$ cat config.mk
export PLATFORM = sky130hd
export DESIGN_NAME = t5_dcde_flat
export DESIGN_NICKNAME = d
export VERILOG_FILES = /design/src/rtl/t5_dcde_if.sv /design/src/rtl/t5_dcde.sv /design/src/flat_wrapper.sv
export SDC_FILE = /design/constraint.sdc
export NUM_CORES = 1
export LEC_CHECK = 0
export ABC_AREA = 1
export BUFFER_PORTS_ARGS = -buffer_cell sky130_fd_sc_hd__buf_4
export CAP_MARGIN = 20
export CORE_MARGIN = 8
export CORE_UTILIZATION = 39
export DETAILED_ROUTE_END_ITERATION = 6
export PLACE_DENSITY = 0.7
export SYNTH_ARGS = -nofsm -noshare
export SYNTH_HDL_FRONTEND = slang
export SYNTH_SLANG_ARGS = --single-unit
$ cat constraint.sdc
create_clock -name sclk -period 3.2 [get_ports sclk]
set_input_delay 0.64 -clock sclk [delete_from_list [all_inputs] [get_ports sclk]]
set_output_delay 0.64 -clock sclk [all_outputs]
set_load 0.02 [all_outputs]
$ cat src/rtl/t5_dcde_if.sv
// Fetch-to-decode bus: fetched word and PC in, register-file read addresses
// and registered decode controls out.
interface t5_dcde_if #(parameter int XLEN = 32);
  logic            sena;
  logic [31:0]     idat;
  logic [XLEN-1:0] fpc;
  logic [6:0]      radr1;
  logic [6:0]      radr2;
  logic [XLEN-1:0] dpc;
  logic [XLEN-1:0] dimm;
  logic [4:0]      drd;
  logic [2:0]      dfn3;
  logic            dalt;
  logic [3:0]      dcls;
  logic            dwre;
  logic            dval;
  logic            dill;
  logic [3:0]      dhalt;

  modport master (output sena, idat, fpc,
                  input  radr1, radr2, dpc, dimm, drd, dfn3, dalt, dcls,
                         dwre, dval, dill, dhalt);
  modport slave  (input  sena, idat, fpc,
                  output radr1, radr2, dpc, dimm, drd, dfn3, dalt, dcls,
                         dwre, dval, dill, dhalt);
endinterface

$ cat src/rtl/t5_dcde.sv
// Decode stage of the 4-hart barrel pipeline: RV32I decode, hart-banked RF
// read addresses, and a sticky per-hart halt raised by illegal instructions.

// One hart's RUN/HALT tracker; only reset leaves HALT.
module t5_dcde_hart (
  input  logic sclk,
  input  logic srst,
  input  logic sena,
  input  logic hsel,
  input  logic ill,
  output logic halt
);
  typedef enum logic {RUN = 1'b0, HALT = 1'b1} st_e;
  st_e st_q;

  always_ff @(posedge sclk) begin
    if (!srst) begin
      st_q <= RUN;
      halt <= 1'b0;
    end else if (sena) begin
      case (st_q)
        RUN:  if (hsel && ill) begin
                st_q <= HALT;
                halt <= 1'b1;
              end
        HALT: halt <= 1'b1;
        default: begin
          st_q <= RUN;
          halt <= 1'b0;
        end
      endcase
    end
  end
endmodule

module t5_dcde #(
  parameter int XLEN = 32
) (
  input  logic      sclk,
  input  logic      srst,
  t5_dcde_if.slave  bus
);
  typedef enum logic [3:0] {
    C_NOP = 4'd0, C_LUI = 4'd1, C_AUIPC = 4'd2, C_JAL = 4'd3, C_JALR = 4'd4,
    C_BRA = 4'd5, C_LOAD = 4'd6, C_STORE = 4'd7, C_OPIMM = 4'd8, C_OP = 4'd9,
    C_FENCE = 4'd10, C_SYS = 4'd11
  } cls_e;

  logic [31:0] idat;
  logic [1:0]  hart;
  logic [4:0]  opc;
  logic [2:0]  f3;
  logic [6:0]  f7;
  logic [3:0]  halt_v;
  logic        halted;
  cls_e        cls;
  logic        bad;

  assign idat   = bus.idat;
  assign hart   = bus.fpc[1:0];
  assign opc    = idat[6:2];
  assign f3     = idat[14:12];
  assign f7     = idat[31:25];
  assign halted = halt_v[hart];

  assign bus.radr1 = {hart, idat[19:15]};
  assign bus.radr2 = {hart, idat[24:20]};

  // Raw class and legality, before the hart's halt state is applied.
  always_comb begin
    cls = C_NOP;
    bad = 1'b0;
    case (opc)
      5'b01101: cls = C_LUI;
      5'b00101: cls = C_AUIPC;
      5'b11011: cls = C_JAL;
      5'b11001: begin cls = C_JALR;  bad = (f3 != 3'd0); end
      5'b11000: begin cls = C_BRA;   bad = (f3 == 3'd2) || (f3 == 3'd3); end
      5'b00000: begin cls = C_LOAD;  bad = (f3 == 3'd3) || (f3 >= 3'd6); end
      5'b01000: begin cls = C_STORE; bad = (f3 > 3'd2); end
      5'b00100: begin
        cls = C_OPIMM;
        if (f3 == 3'd1)      bad = (f7 != 7'h00);
        else if (f3 == 3'd5) bad = (f7 != 7'h00) && (f7 != 7'h20);
      end
      5'b01100: begin
        cls = C_OP;
        bad = !((f7 == 7'h00) || ((f7 == 7'h20) && ((f3 == 3'd0) || (f3 == 3'd5))));
      end
      5'b00011: cls = C_FENCE;
      5'b11100: cls = C_SYS;
      default:  bad = 1'b1;
    endcase
    if (idat[1:0] != 2'b11) bad = 1'b1;
  end

  for (genvar h = 0; h < 4; h++) begin : g_hart
    t5_dcde_hart u_hart (
      .sclk (sclk),
      .srst (srst),
      .sena (bus.sena),
      .hsel (hart == 2'(h)),
      .ill  (bad),
      .halt (halt_v[h])
    );
  end

  logic [XLEN-1:0] dpc_d, dpc_q, dimm_d, dimm_q;
  logic [4:0]      drd_d, drd_q;
  logic [2:0]      dfn3_d, dfn3_q;
  logic            dalt_d, dalt_q, dwre_d, dwre_q, dval_d, dval_q, dill_d, dill_q;
  cls_e            dcls_d, dcls_q;
  logic signed [31:0] imm_s;
  logic            wr_cls;

  always_comb begin
    dpc_d  = bus.fpc;
    drd_d  = idat[11:7];
    dfn3_d = f3;
    dalt_d = idat[30];
    dval_d = !halted;
    dill_d = !halted && bad;
    dcls_d = (halted || bad) ? C_NOP : cls;
    // Immediate follows the final class, so bubbles and illegals carry zero.
    case (dcls_d)
      C_LOAD, C_OPIMM, C_JALR, C_SYS:
        imm_s = {{20{idat[31]}}, idat[31:20]};
      C_STORE: imm_s = {{20{idat[31]}}, idat[31:25], idat[11:7]};
      C_BRA:   imm_s = {{19{idat[31]}}, idat[31], idat[7], idat[30:25], idat[11:8], 1'b0};
      C_LUI, C_AUIPC: imm_s = {idat[31:12], 12'h000};
      C_JAL:   imm_s = {{11{idat[31]}}, idat[31], idat[19:12], idat[20], idat[30:21], 1'b0};
      default: imm_s = '0;
    endcase
    dimm_d = XLEN'(imm_s);
    case (dcls_d)
      C_LUI, C_AUIPC, C_JAL, C_JALR, C_LOAD, C_OPIMM, C_OP, C_SYS: wr_cls = 1'b1;
      default: wr_cls = 1'b0;
    endcase
    dwre_d = wr_cls && (drd_d != 5'd0) && dval_d && !dill_d;
  end

  always_ff @(posedge sclk) begin
    if (!srst) begin
      dpc_q  <= '0;
      dimm_q <= '0;
      drd_q  <= '0;
      dfn3_q <= '0;
      dalt_q <= 1'b0;
      dcls_q <= C_NOP;
      dwre_q <= 1'b0;
      dval_q <= 1'b0;
      dill_q <= 1'b0;
    end else if (bus.sena) begin
      dpc_q  <= dpc_d;
      dimm_q <= dimm_d;
      drd_q  <= drd_d;
      dfn3_q <= dfn3_d;
      dalt_q <= dalt_d;
      dcls_q <= dcls_d;
      dwre_q <= dwre_d;
      dval_q <= dval_d;
      dill_q <= dill_d;
    end
  end

  assign bus.dpc   = dpc_q;
  assign bus.dimm  = dimm_q;
  assign bus.drd   = drd_q;
  assign bus.dfn3  = dfn3_q;
  assign bus.dalt  = dalt_q;
  assign bus.dcls  = dcls_q;
  assign bus.dwre  = dwre_q;
  assign bus.dval  = dval_q;
  assign bus.dill  = dill_q;
  assign bus.dhalt = halt_v;
endmodule
$ cat src/flat_wrapper.sv
// flat-port wrapper written by rule: the top's interface ports become plain ports
module t5_dcde_flat 
#(
  parameter int XLEN = 32
)
  (sclk, srst, bus_sena, bus_idat, bus_fpc, bus_radr1, bus_radr2, bus_dpc, bus_dimm, bus_drd, bus_dfn3, bus_dalt, bus_dcls, bus_dwre, bus_dval, bus_dill, bus_dhalt);
  t5_dcde_if #(.XLEN(XLEN)) bus_i ();
  input  logic sclk;
  input  logic srst;
  input wire logic [$bits(bus_i.sena)-1:0] bus_sena;
  input wire logic [$bits(bus_i.idat)-1:0] bus_idat;
  input wire logic [$bits(bus_i.fpc)-1:0] bus_fpc;
  output wire logic [$bits(bus_i.radr1)-1:0] bus_radr1;
  output wire logic [$bits(bus_i.radr2)-1:0] bus_radr2;
  output wire logic [$bits(bus_i.dpc)-1:0] bus_dpc;
  output wire logic [$bits(bus_i.dimm)-1:0] bus_dimm;
  output wire logic [$bits(bus_i.drd)-1:0] bus_drd;
  output wire logic [$bits(bus_i.dfn3)-1:0] bus_dfn3;
  output wire logic [$bits(bus_i.dalt)-1:0] bus_dalt;
  output wire logic [$bits(bus_i.dcls)-1:0] bus_dcls;
  output wire logic [$bits(bus_i.dwre)-1:0] bus_dwre;
  output wire logic [$bits(bus_i.dval)-1:0] bus_dval;
  output wire logic [$bits(bus_i.dill)-1:0] bus_dill;
  output wire logic [$bits(bus_i.dhalt)-1:0] bus_dhalt;
  assign bus_i.sena = bus_sena;
  assign bus_i.idat = bus_idat;
  assign bus_i.fpc = bus_fpc;
  assign bus_radr1 = bus_i.radr1;
  assign bus_radr2 = bus_i.radr2;
  assign bus_dpc = bus_i.dpc;
  assign bus_dimm = bus_i.dimm;
  assign bus_drd = bus_i.drd;
  assign bus_dfn3 = bus_i.dfn3;
  assign bus_dalt = bus_i.dalt;
  assign bus_dcls = bus_i.dcls;
  assign bus_dwre = bus_i.dwre;
  assign bus_dval = bus_i.dval;
  assign bus_dill = bus_i.dill;
  assign bus_dhalt = bus_i.dhalt;
  t5_dcde #(.XLEN(XLEN)) u_core (.sclk(sclk), .srst(srst), .bus(bus_i));
endmodule
## Word level (Yosys, flattened, before mapping)

Memory sizes are Yosys's and may differ from the RTL's.
Cells that the tools add are included.

- Bitwise gates (word level): 4
- $lt $le $gt $ge: 3
- Eq/ne operators: 33
- Reductions and logical operators: 32
- Multiplexer cells: 25

Operator list:

| operator | count |
|---|---|
| 32-bit one-hot mux with 5 select lines | 1 |
| 4-bit one-hot mux with 11 select lines | 1 |
| 5-bit equality test, second input constant | 4 |
| 4-bit by 3-bit equality test with 1-bit output, second input constant | 4 |
| 1-bit 2-to-1 mux | 16 |
| 5-bit by 4-bit equality test with 1-bit output, second input constant | 3 |
| 5-bit by 3-bit equality test with 1-bit output, second input constant | 2 |
| 1-bit logical AND | 10 |
| 2-bit inequality test, second input constant | 5 |
| 4-bit by 2-bit equality test with 1-bit output, second input constant | 2 |
| 4-bit equality test, second input constant | 2 |
| 1-bit one-hot mux with 2 select lines | 4 |
| 2-bit AND reduction | 4 |
| 7-bit by 6-bit equality test with 1-bit output, second input constant | 1 |
| 7-bit zero test | 1 |
| 7-bit by 6-bit inequality test with 1-bit output, second input constant | 1 |
| 1-bit one-hot mux with 7 select lines | 1 |
| 7-bit nonzero test | 1 |
| 3-bit by 2-bit equality test with 1-bit output, second input constant | 2 |
| 5-bit by 2-bit equality test with 1-bit output, second input constant | 1 |
| 5-bit zero test | 1 |
| 1-bit logical OR | 5 |
| 5-bit nonzero test | 1 |
| 5-bit OR reduction | 1 |
| 17 further kinds | 23 |

- Bits in read-only memories: 16
- Register bits: 88
- Memories kept: 1
- Word-level logic and storage cells: 115

Memory list:

| name | words | bits a word | rd ports | clocked after memory_dff | write ports | RTL line | text |
|---|---|---|---|---|---|---|---|
| (no name shown) | 16 | 1 | 1 | 0 | 0 | t5_dcde.sv:135 | `case (dcls_d)` |

## Logic depth before layout (Yosys ltp)

Gate-level depths: netlist of the first run.
An unclocked memory read counts as a cell.

- Word-level depth: 13
- Mapped depth: 19
- Mapped depth without buffers: 17

## Modules after synthesis

A second synthesis of the first run with hierarchy kept.

- Cells, all modules: 600
- Area total of the unflattened synthesis: 4091.4 um^2

By module, submodules not included:

| module | cells an instance | area an instance (um^2) | sequential area each (um^2) | instances |
|---|---|---|---|---|
| t5_dcde | 552 | 3766.1 | 1601.5 | 1 |
| t5_dcde_hart | 12 | 81.3 | 40.0 | 4 |

## Worst setup path after synthesis of the first run

OpenSTA, ideal clock, no wires.

- Path type: input -> register
- Start: in bus_idat[5]
- End: reg u_core.dimm_q[30] (netlist: u_core.bus.dimm[30])
- Path slack: 0.772 ns
- Stages on the path: 17
- Setup time: 0.144 ns
- Required time: 3.056 ns
- Arrival: 2.284 ns
- Cell sequence: buf_4 > nor2_1 > nand3_1 > nand3_1 > nor2_1 > nand2_1 > nand2_1 > nor2_2 > buf_6 > nand4_1 > nand3_2 > nand2_4 > nand2_2 > buf_6 > nand3_1 > nand2_1 > a21oi_1

- Word-level cells in the longest chain between the ends: 9
- Elaborated cells between the ends (all ways): 29
- Classes of those cells: eq/ne: 19; mux: 5; reduce/logical: 5

RTL lines:

| item | RTL line | text |
|---|---|---|
| from (decl) | flat_wrapper.sv:11 | `input wire logic [$bits(bus_i.idat)-1:0] bus_idat;` |
| 5-bit by 4-bit equality test with 1-bit output (tied with other cells) | t5_dcde.sv:73 | `case (opc)` |
| 5-bit OR reduction (no line) | -- |  |
| 1-bit one-hot mux with 7 select lines | t5_dcde.sv:73 |  |
| 1-bit 2-to-1 mux | t5_dcde.sv:94 | `if (idat[1:0] != 2'b11) bad = 1'b1;` |
| 1-bit logical OR | t5_dcde.sv:123 | `dcls_d = (halted \|\| bad) ? C_NOP : cls;` |
| 4-bit 2-to-1 mux * | t5_dcde.sv:123 |  |
| 4-bit by 3-bit equality test with 1-bit output (tied with other cells) | t5_dcde.sv:125 | `case (dcls_d)` |
| 4-bit OR reduction / 2-bit OR reduction (equally long branches) | t5_dcde.sv:125 |  |
| 32-bit one-hot mux with 5 select lines * | t5_dcde.sv:125 |  |
| to (signal assigned) | t5_dcde.sv:155 | `dimm_q <= dimm_d;` |
| to (decl) | t5_dcde.sv:108 | `logic [XLEN-1:0] dpc_d, dpc_q, dimm_d, dimm_q;` |

Every way passes the cells marked *; elsewhere a longest branch is shown, timed or not.
A chain may end at the register's enable or synchronous reset.

## Worst setup path in the final report of the first run

- Start: in bus_idat[2]
- End: reg u_core.dimm_q[11] (netlist: u_core.bus.dimm[11])

The elaborated chain is that of the path after synthesis.

==> results of run 1 <==
## through the flow
step / setup WS, ns / hold slack, ns / utilization
6_report: 0.4585 / 0.4698 / 0.5354
5_1_grt: 0.2056 / 0.4848 / 0.5354
4_1_cts: 0.5091 / 0.4712 / 0.5334
3_5_place_dp: 0.1188 / 0.4585 / 0.5140
3_3_place_gp: 0.1274 / 0.4554 / 0.5140
2_1_floorplan: 0.7718 / 0.4426 / -
## worst paths after layout
kind | to | slack (ns)
max | u_core.bus.dimm[11] | 0.46
max reg2reg | u_core.bus.dimm[30] | 0.90
min | u_core.bus.dimm[2] | 0.47
min reg2reg | u_core.bus.dimm[2] | 0.47
## report_power, final
part | internal (mW) | switching [mW]
Combinational | 0.176 | 0.264
Sequential | 1.15 | 0.0274
Clock | 0.370 | 0.428
Total | 1.69 | 0.719
## layout make-up
cell class,count,area (sq um)
fill,1043,4818
tap,136,170.2
multi-input combinational,421,1991
inverter,31,116.4
clock buffer,9,123.9
sequential,88,1762
timing repair buffer,173,1311
clock inverter,7,77.57
## sequential cells by signal, summed over array words and instances (netlist names)
name	count
u_core.bus.dimm	32
u_core.bus.dval	1
u_core.bus.dwre	1
u_core.bus.dill	1
u_core.g_hart.u_hart.halt	4
u_core.g_hart.u_hart.st_q	4
u_core.bus.dcls	4
u_core.bus.dfn3	3
u_core.bus.dpc	32
u_core.bus.drd	5
u_core.bus.dalt	1
## per-layer routing
| layer | GRT usage | vias up | share of wire |
|---|---|---|---|
| li1 | - | 2171 | - |
| met1 | 0.2292 | 2023 | 0.43 |
| met2 | 0.3056 | 170 | 0.47 |
| met3 | 0.06802 | 14 | 0.091 |
| met4 | 0.05074 | 0 | 0.0096 |
| met5 | 0 | - | 0 |
## cell families after synthesis
kind of cell,after synthesis
and+or+nand+nor,309
AOI/OAI and AO/OA,112
DFF,88
buffers and inverters,82
## cell usage after synthesis
master / number / area (sq um)
nor3_2: 1 / 10.01
buf_1: 1 / 3.750
o21ai_0: 56 / 280.3
a31o_2: 1 / 8.760
inv_2: 6 / 22.52
dfxtp_1: 88 / 1762
clkbuf_1: 22 / 82.58
nand3_2: 14 / 140.1
nand3_1: 42 / 210.2
buf_2: 3 / 15.01
nor2_4: 2 / 22.52
clkinv_1: 2 / 7.510
nor2_1: 104 / 390.4
nand2_2: 3 / 18.77
a21oi_1: 40 / 200.2
nor2_2: 4 / 25.02
nand2_1: 126 / 473.0
o211ai_1: 1 / 7.510
inv_1: 23 / 86.33
nand4_1: 12 / 75.07
nand2_4: 1 / 11.26
buf_4: 21 / 157.7
a31oi_1: 2 / 12.51
a21oi_2: 12 / 105.1
buf_6: 4 / 45.04
## critical path: stages
cell      delay [ns]
buf_4           0.13
nor2_4          0.17
nand2_1         0.08
inv_2           0.08
nand2_2         0.06
nand2_2         0.14
nor2_1          0.07
nand2_1         0.06
nand2_1         0.05
nor2_2          0.29
nand3_2         0.20
clkinv_1        0.11
nand3_2         0.12
nand2_4         0.12
nand2_2         0.29
nand2_1         0.19
nand2_1         0.08
a21oi_1         0.13
==> summary.txt, run 1 <==
H-tree depth: 3
Critical Path AT: 3.03 ns
Min-Delay Path Depth: 2
DRC viols: 0
Clk buf depth: 2
Req. time, crit path: 3.49 ns
Seq/Total Area, Yosys: 0.4222
CP Launch Point: bus_idat[2]
Max IR drop VDD: 295.6 uV
Clk sinks: 88
Most frequent cells in the layout: buf_4 (172), nand2_1 (126), nor2_1 (104)
DP Area: 5330 sq um
Final min period: 2.742 ns
Post-synthesis adder-cell area fraction: 0
HP Class: reg2reg
Post-route design area: 5552 sq um
Mapped Area: 4173 sq um
Vias in the first global route: 4368
Pwr per Cell Area: 434.4 nW/um^2
Core ar.: 10370 sq um
Commonest non-fill, non-tap cell in the layout: buf_4
Rows: 37
Tcrit/Tclk final: 0.8567
Vias: 4378
R2R depth: 11
Initial core utilization: 0.4024
Post-route ant nets: 0
Setup TNS: 0 ns
Syn avg cell area: 7.060 sq um
Min-delay src: u_core.bus.dimm[2]
Largest net degree at the start of global routing: 68
CTS tree: built
Final Hold Viols: 0
Leak pwr: 2.686 nW
GP Congestion: 0.8687
DP HPWL: 10.39 mm
Overall die area: 14260 sq um
Setup crit end kind: flip-flop
Total GRT Usage: 0.1876
First-pass GRT wire length: 22.24 mm
Worst reg2reg startpoint: u_core.g_hart[3].u_hart.halt
Die W: 119.4 microns
Pre-antenna DRT Iters: 4
Synth Area in Compound Gates: 0.1472
Slew HR: 0.6268
Clock latency on the worst-skew pair: 0.36 ns
IO buf count: 164
Dpl cells: 848
Synthesis Warnings: 0
Mux cell area share after synthesis: 0
Final #Nets: 791
Post-Synthesis Cells: 591
Syn Nets: 658
Final setup violation count: 0
RSZ-0062 raised after global routing: false
Status: finished, final reports clean
Final wirelength: 13.65 mm
Simple-gate share of the synthesized area: 0.3298
Worst Clk Skew: 0.01637 ns
Post-CTS sizing: 0
Gr ovfl total: 0
CP max FO: 20
Setup Fix Bufs, Post-CTS: 0
P&R area growth vs syn: 33.04%
Tightest Pin Transition: 0.5597 ns
Largest family of logic cells by synthesized area: simple AND/OR/NAND/NOR gates
Clk slew on worst S/H paths: 0.09 ns
Die height: 119.4 microns
CP startpoint kind: input port
Initial antenna violation count: 0
TritonCTS buffer count: 9
Vias/cell: 5.061
Iteration-0 DRC Markers: 323
I/O pin count: 165
#FFs+latches synth: 88
Final slew viol count: 0
Drt wl/cell: 15.78 microns
Layout cells sized above 1: 0.3210
Count of hold-fix buffers inserted at cts: 0
Tot Pwr: 2.411 mW
Root Buffer: clkbuf_8
Max-Cap Viols: 0
Fmax: 0.3648 GHz
Netlist cell types: 25
Critical setup path kind: in2reg
Post-route insts no fill: 865
XOR/XNOR share of the synthesized area: 0
Ant diodes: 0
Power figures use the tool's default switching activity.
==> run 2: changes to the inputs <==
--- a/config.mk
+++ b/config.mk
@@ -9,9 +9,10 @@
 export BUFFER_PORTS_ARGS = -buffer_cell sky130_fd_sc_hd__buf_4
 export CAP_MARGIN = 20
 export CORE_MARGIN = 8
-export CORE_UTILIZATION = 39
+export CORE_UTILIZATION = 42
 export DETAILED_ROUTE_END_ITERATION = 6
-export PLACE_DENSITY = 0.7
+export PLACE_DENSITY = 0.75
+export SLEW_MARGIN = 25
 export SYNTH_ARGS = -nofsm -noshare
 export SYNTH_HDL_FRONTEND = slang
 export SYNTH_SLANG_ARGS = --single-unit
==> summary.txt, run 2 (synthesis gave the netlist of run 1 again) <==
Slew HR: 0.3961 (-0.2308)
Clock latency on the worst-skew pair: 0.35 ns (about the same)
First-pass GRT wire length: 20.84 mm (-6.3%)
Fill count: 955 (-8.4%)
Critical Path AT: 3.10 ns (+0.07 ns)
CP startpoint kind: input port
Die height: 115.7 microns (-3.1%)
Worst R2R End: u_core.bus.dimm[30]
Setup TNS: 0 ns (unchanged)
Final min period: 2.811 ns (+0.06996 ns)
Rows: 36 (-2.7%)
Post-CTS sizing: 0 (unchanged)
TritonCTS buffer count: 9 (unchanged)
Largest net degree at the start of global routing: 68 (unchanged)
Leak pwr: 2.635 nW (-1.9%)
Final wirelength: 13.23 mm (-3.0%)
Tightest Pin Transition: 0.9059 ns (+0.3461 ns)
Overall die area: 13380 sq um (-6.2%)
Worst Setup Slack, final: 0.3885 ns (-0.06996 ns)
Vias/cell: 5.054 (-0.15%)
Post-route ant nets: 0 (unchanged)
Setup crit end kind: flip-flop
Root Buffer: clkbuf_8
Worst slack, placed: 0.03423 ns (-0.08454 ns)
Hold endpoint: u_core.bus.dimm[4]
Vias: 4326 (-1.2%)
Critical setup path kind: in2reg
Clk buf depth: 2 (unchanged)
Reg2reg setup slack: 0.92 ns (+0.02 ns)
Layout cells sized above 1: 0.3154 (-0.005635)
Most frequent cells in the layout: buf_4 (167), nand2_1 (126), nor2_1 (104)
Total GRT Usage: 0.1942 (+0.006534)
Max-Cap Viols: 0 (unchanged)
P&R area growth vs syn: 31.09%
Commonest non-fill, non-tap cell in the layout: buf_4
Gr ovfl total: 0 (unchanged)
Worst reg2reg startpoint: u_core.g_hart[2].u_hart.halt
Final setup violation count: 0 (unchanged)
Final core area utilization: 0.5622 (+0.02689)
Tcrit/Tclk final: 0.8786 (+0.02186)
Initial core utilization: 0.4289 (+0.02649)
Min-Delay Path Depth: 2 (unchanged)
RSZ-0062 raised after global routing: false
I/O pin count: 165 (unchanged)
Final #Nets: 785 (-0.76%)
Status: finished, final reports clean
Pre-antenna DRT Iters: 4 (unchanged)
Count of hold-fix buffers inserted at cts: 0 (unchanged)
IO buf count: 164 (unchanged)
Die W: 115.7 microns (-3.1%)
Drt wl/cell: 15.46 microns (-2.0%)
DRC viols: 0 (unchanged)
CP max FO: 20 (unchanged)
Final Hold Viols: 0 (unchanged)
Setup Fix Bufs, Post-CTS: 0 (unchanged)
GP Congestion: 0.9179 (+5.7%)
Pwr per Cell Area: 424.2 nW/um^2 (-2.3%)
DP HPWL: 10.14 mm (-2.4%)
Ant diodes: 0 (unchanged)
Min-delay src: u_core.bus.dimm[4]
Fmax: 0.3557 GHz (-2.5%)
Clk slew on worst S/H paths: 0.09 ns (about the same)
Max IR drop VDD: 274.2 uV (-7.2%)
Iteration-0 DRC Markers: 213 (-34%)
Worst Clk Skew: 0.005868 ns (-0.01050 ns)
Vias in the first global route: 4280 (-2.0%)
R2R depth: 10 (-1)
Clk sinks: 88 (unchanged)
CTS tree: built
Core ar.: 9729 sq um (-6.2%)
Final slew viol count: 0 (unchanged)
HP Class: reg2reg
Req. time, crit path: 3.49 ns (about the same)
Initial antenna violation count: 0 (unchanged)
H-tree depth: 3 (unchanged)
[run 2: area by class of cell]
type,count,area [sq um],area share
repair buffers,167,1254,0.2292
clock inverters,6,42.54,0.007777
well taps,133,166.4,0.03042
multi-input cells,421,1991,0.3639
flip-flops and latches,88,1762,0.3220
clock buffers,10,137.6,0.02516
inverters,31,117.6,0.02150
[run 2: worst max-delay path by stage]
stage	from	end	slack, ns	depth (start not counted)
CTS	bus_idat[2]	u_core.bus.dimm[30]	0.43	18
floorplan	bus_idat[5]	u_core.bus.dimm[30]	0.77	17
global placement	bus_idat[2]	u_core.bus.dimm[14]	0.12	16
detailed placement	bus_idat[2]	u_core.bus.dimm[30]	0.03	18
finish	bus_idat[2]	u_core.bus.dimm[30]	0.39	18
global route	bus_idat[2]	u_core.bus.dimm[30]	0.10	18
[run 2: power breakdown]
part | internal, mW | leakage [nW] | switching, mW
Combinational | 0.172 | 1.82 | 0.259
Sequential | 1.15 | 0.723 | 0.0283
Clock | 0.305 | 0.0887 | 0.410
[run 2: layer usage]
metal / vias up / track usage / part of all wire
li1: 2161 / - / -
met1: 1974 / 0.2299 / 0.42
met2: 176 / 0.3236 / 0.46
met3: 15 / 0.06514 / 0.11
met4: 0 / 0.06309 / 0.011
met5: - / 0 / 0
[run 2: per-stage QoR]
step	power, mW	cell area (sq um)	hold slack, ns	std cells
6_report	2.321	5470	0.4698	856
5_1_grt	2.424	5470	0.4874	856
4_1_cts	2.342	5469	0.4720	856
3_5_place_dp	1.633	5289	0.4585	840
3_3_place_gp	1.625	5289	0.4550	840
2_1_floorplan	1.435	4173	0.4426	591
[run 2: critical path: stages]
cell and delay (ns):
buf_4 0.13, nor2_4 0.15, nand2_1 0.08, inv_2 0.08, nand2_2 0.06, nand2_2 0.15
nor2_1 0.07, nand2_1 0.05, nand2_1 0.05, nor2_2 0.35, nand3_2 0.20, inv_1 0.17
nand2_1 0.11, nand2_4 0.12, nand2_2 0.27, nand3_1 0.17, nand2_1 0.08, a21oi_1 0.15
